$ cat config.mk
export PLATFORM = sky130hd
export DESIGN_NAME = pwm_duty_meter
export DESIGN_NICKNAME = d
export VERILOG_FILES = /design/src/rtl/pwm_duty_meter.sv
export SDC_FILE = /design/constraint.sdc
export NUM_CORES = 1
export LEC_CHECK = 0
export CELL_PAD_IN_SITES_DETAIL_PLACEMENT = 1
export CELL_PAD_IN_SITES_GLOBAL_PLACEMENT = 1
export CORE_MARGIN = 1
export CORE_UTILIZATION = 35
export DETAILED_ROUTE_END_ITERATION = 7
export PLACE_DENSITY = 0.63
export SETUP_SLACK_MARGIN = 0.2
export SLEW_MARGIN = 20
export SYNTH_ARGS = -nofsm -noshare
export SYNTH_HDL_FRONTEND = slang
export SYNTH_SLANG_ARGS = --single-unit
$ cat constraint.sdc
create_clock -name clk -period 8.4 [get_ports clk]
set_input_delay 1.68 -clock clk [delete_from_list [all_inputs] [get_ports clk]]
set_output_delay 1.68 -clock clk [all_outputs]
set_load 0.05 [all_outputs]
$ cat src/rtl/pwm_duty_meter.sv
// PWM period / high-time meter: measures sig_in in clk cycles, classifies duty into
// 20/40/60/80 % bins and flags loss of signal after 2^CW-1 cycles without an edge.
module pwm_duty_meter #(
  parameter int unsigned CW = 8
) (
  input  logic          clk,
  input  logic          rst,
  input  logic          sig_in,
  output logic [CW-1:0] period,
  output logic [CW-1:0] high_time,
  output logic [1:0]    duty_code,
  output logic          valid,
  output logic          timeout,
  output logic          locked
);

  localparam int unsigned MW = CW + 4;
  localparam logic [CW-1:0] CntMax = '1;

  typedef enum logic [1:0] {StIdle, StHigh, StLow} state_e;

  state_e        state_q, state_d;
  logic          sync1_q, sync1_d, sync2_q, sync2_d, hist_q, hist_d;
  logic          rise_q, rise_d, fall_q, fall_d;
  logic [CW-1:0] cnt_q, cnt_d, hcnt_q, hcnt_d;
  logic [CW-1:0] period_q, period_d, high_time_q, high_time_d;
  logic [1:0]    duty_q, duty_d, duty_calc;
  logic          valid_q, valid_d, timeout_q, timeout_d, locked_q, locked_d;
  logic [CW-1:0] cnt_inc;
  logic [MW-1:0] h10, p3, p5, p7;

  // 10*H against 3P/5P/7P replaces a divide when binning the duty ratio.
  always_comb begin
    h10 = MW'(hcnt_q) * MW'(10);
    p3  = MW'(cnt_q) * MW'(3);
    p5  = MW'(cnt_q) * MW'(5);
    p7  = MW'(cnt_q) * MW'(7);
    if (h10 < p3) begin
      duty_calc = 2'b00;
    end else if (h10 < p5) begin
      duty_calc = 2'b01;
    end else if (h10 < p7) begin
      duty_calc = 2'b10;
    end else begin
      duty_calc = 2'b11;
    end
  end

  always_comb begin
    sync1_d     = sig_in;
    sync2_d     = sync1_q;
    hist_d      = sync2_q;
    // Edge strobes are registered so the FSM decode stays off the synchronizer path.
    rise_d      = sync2_q & ~hist_q;
    fall_d      = ~sync2_q & hist_q;
    cnt_inc     = (cnt_q == CntMax) ? cnt_q : cnt_q + CW'(1);
    state_d     = state_q;
    cnt_d       = cnt_q;
    hcnt_d      = hcnt_q;
    period_d    = period_q;
    high_time_d = high_time_q;
    duty_d      = duty_q;
    valid_d     = 1'b0;
    timeout_d   = 1'b0;
    locked_d    = locked_q;
    unique case (state_q)
      StIdle: begin
        if (rise_q) begin
          cnt_d   = CW'(1);
          state_d = StHigh;
        end else begin
          cnt_d = '0;
        end
      end
      StHigh: begin
        if (fall_q) begin
          hcnt_d  = cnt_q;
          cnt_d   = cnt_inc;
          state_d = StLow;
        end else if (cnt_q == CntMax) begin
          timeout_d = 1'b1;
          locked_d  = 1'b0;
          cnt_d     = '0;
          state_d   = StIdle;
        end else begin
          cnt_d = cnt_inc;
        end
      end
      StLow: begin
        if (rise_q) begin
          period_d    = cnt_q;
          high_time_d = hcnt_q;
          duty_d      = duty_calc;
          valid_d     = 1'b1;
          locked_d    = 1'b1;
          cnt_d       = CW'(1);
          state_d     = StHigh;
        end else if (cnt_q == CntMax) begin
          timeout_d = 1'b1;
          locked_d  = 1'b0;
          cnt_d     = '0;
          state_d   = StIdle;
        end else begin
          cnt_d = cnt_inc;
        end
      end
      default: begin
        cnt_d   = '0;
        state_d = StIdle;
      end
    endcase
  end

  always_ff @(posedge clk or posedge rst) begin
    if (rst) begin
      state_q     <= StIdle;
      sync1_q     <= 1'b0;
      sync2_q     <= 1'b0;
      hist_q      <= 1'b0;
      rise_q      <= 1'b0;
      fall_q      <= 1'b0;
      cnt_q       <= '0;
      hcnt_q      <= '0;
      period_q    <= '0;
      high_time_q <= '0;
      duty_q      <= 2'b00;
      valid_q     <= 1'b0;
      timeout_q   <= 1'b0;
      locked_q    <= 1'b0;
    end else begin
      state_q     <= state_d;
      sync1_q     <= sync1_d;
      sync2_q     <= sync2_d;
      hist_q      <= hist_d;
      rise_q      <= rise_d;
      fall_q      <= fall_d;
      cnt_q       <= cnt_d;
      hcnt_q      <= hcnt_d;
      period_q    <= period_d;
      high_time_q <= high_time_d;
      duty_q      <= duty_d;
      valid_q     <= valid_d;
      timeout_q   <= timeout_d;
      locked_q    <= locked_d;
    end
  end

  assign period    = period_q;
  assign high_time = high_time_q;
  assign duty_code = duty_q;
  assign valid     = valid_q;
  assign timeout   = timeout_q;
  assign locked    = locked_q;

endmodule

==> flow_summary.yaml <==
status:
  run_status: "complete, no violations"
die:
  core_mm2: 0.009910
  fp-row-count: 36
  die_w_um: 104.0
  die-area_mm2: 0.01082
  initial_core_util: 0.3676
  io_pins: 24
  die_h_um: 104.0
route:
  vias_per_cell: 5.053
  drtAntennaViolNets: 0
  wl_um: 8631
  drt_iter0_markers: 66
  routedWlPerCell_um: 15.84
  drc: 0
  first_pass_iters: 4
  via_count: 2754
clock_network:
  cts.sinks: 44
  h-tree-depth: 2
  clk_pin_slew_ns: 0.09
  hold_buffers: 0
  clk_latency_ns: 0.31
  cts_tree: "built"
  clockBufferDepth: 2
  cts_setup_buffers: 0
  clk_root_buffer_cell: "clkbuf_8"
  cts_buffers: 5
  postCtsResizedCells: 0
critical_path:
  cp-end-kind: "register"
  reg2reg_slack_ns: 4.65
  crit_type: "register to register"
  path_delay_family: "compound AO/OA/AOI/OAI gates"
  worstPathCellList: "fa_1, ha_1, a21o_1, a21oi_1, o21ai_0, o41ai_1, xor2_1, ha_1, a211oi_1, a31oi_1, nor4_1, nor3_1"
  start_kind: "register"
  cp_slowest_cell: "dfrtp_1"
  required_ns: 8.58
  crit_arrival_ns: 3.93
  timing.critical_path.mode_cell: "ha_1"
  path_max_fanout: 10
  cp_num_buf_inv: 0
  critical_path.max_stage_delay_ns: 0.69
synthesis:
  synth_fp_nets: 471
  async_flop_share: 1.000
  yosysTopAreaCellShare: 0.3023
  synth-seq-area-share: 0.3023
  yosys-top-cells-area: "dfrtp_1, ha_1, fa_1"
  synth_ff_type: "dfrtp_1"
  syn_inst: 384
  netlist_area_mm2: 0.003642
  synth_cell_types: 40
  yosysTopAreaCell: "dfrtp_1"
  yosysMostFrequentCell: "ha_1"
  yosys_warnings: 0
  synthTopCellsByCount: "ha_1, nand2_1, dfrtp_1"
  synth_edf_count: 0
  avgSynthCellArea_um2: 9.485
  ys_ff_latch: 44
sta:
  slew_headroom: 0.3802
  finalSetupViolations: 0
  fin_hold_ws_ns: 0.3611
  tns_ns: 0
  finalCriticalPeriod_ns: 3.751
  hold_violations: 0
  fin_crit_sh: 0.4466
  max_freq_ghz: 0.2666
  finalMaxSlewViolations: 0
  rsz0062_at_grt: "no"
  finClkSkew_ns: 0.009444
  worst_slack_ns: 4.649
  max_slew.worst_pin.slew_ns: 0.9284
min_path:
  min_path_type: "register to register"
placed_design:
  gp_congestion: 0.8390
  dp_slack_ns: 4.628
  dpl.hpwl_um: 6971
  port_buffers: 23
cells_and_area:
  n_antenna_cell: 0
  syn2layout_area_growth_pct: 14.02
  drive_above_1_share: 0.03883
  fillers: 1177
  postLayoutCoreUtil: 0.4191
  nNetsFinal: 498
pwr:
  peakVddDrop_uv: 98.79
  power_density_mw_per_mm2: 198.2
  p_leak_uw: 0.002100
  finalPower_uw: 823.3
global_route:
  grtUsageTotal: 0.1688
  grt_overflow: 0
  grt_max_degree: 45
  antenna_found_initial: 0
  grt_pass1_wl_um: 14410
  grt_pass1_vias: 2917
run:
  drv_cap: 0
==> stage by stage <==
step                std cells  area, um^2
floorplan                 384        3642
global placement          537        4031
detailed placement        537        4031
CTS                       545        4153
global route              545        4153
finish                    545        4153
==> area by class of cell <==
type,count,area (um^2),area share
inverters,28,105.1,0.02531
clock inverters,2,38.79,0.009340
multi-input cells,308,2421,0.5830
clock buffers,6,82.58,0.01989
flip-flops and latches,44,1101,0.2651
repair buffers,24,237.7,0.05725
well taps,133,166.4,0.04007
==> final timing paths <==
path                            depth (start not counted)  startpoint            to
worst max register to register                         12    cnt_q[3]  duty_code[0]
worst max-delay path                                   12    cnt_q[3]  duty_code[0]
min in group asynchronous                               2         rst        locked
worst min register to register                          0     sync1_q        hist_d
worst min-delay path                                    0     sync1_q        hist_d
max in group asynchronous                               2         rst      cnt_q[1]
==> power by group <==
group	internal, uW	switching, uW
logic	145	230
clock network	97.3	77.0
registers	241	32.2
==> routing by layer <==
layer,wire length [um],up-vias,track usage
li1,-,1381,-
met1,4066,1337,0.2116
met2,4255,25,0.2995
met3,168,11,0.02569
met4,142,0,0.04694
met5,0,-,0
==> logic make-up after synthesis <==
kind of cell | Yosys count | share of synthesized area
DFF | 44 | 0.3023
xor gates and xnor gates | 28 | 0.06733
and+or+nand+nor | 107 | 0.1319
adders and majority gates | 84 | 0.3112
buffers and inverters | 32 | 0.03298
AOI/OAI and AO/OA | 86 | 0.1450
muxes | 3 | 0.009275
==> state kept, by name, summed over array words and instances (netlist names), 2 cells and up <==
name and count:
high_time 8, state_q 2, period 8, cnt_q 8, duty_code 2, hcnt_q 8
==> cell usage in the layout (no fill, tap or decap), types with 2 or more instances in the layout <==
cell type,n
o21bai_1,6
a31oi_1,2
and2_1,2
clkdlybuf4s50_1,23
nand2b_1,3
fa_1,11
nor2_1,21
mux2_2,3
dfrtp_1,44
nor3_1,5
inv_1,27
ha_1,73
a21o_1,10
nand2_1,55
nor4_1,2
nor2b_1,7
o21a_1,5
xnor2_1,16
clkbuf_8,6
xor2_1,12
o211ai_1,6
o21ai_0,20
nand3_1,4
nand4_1,3
a21oi_1,27
Power figures use the tool's default switching activity.
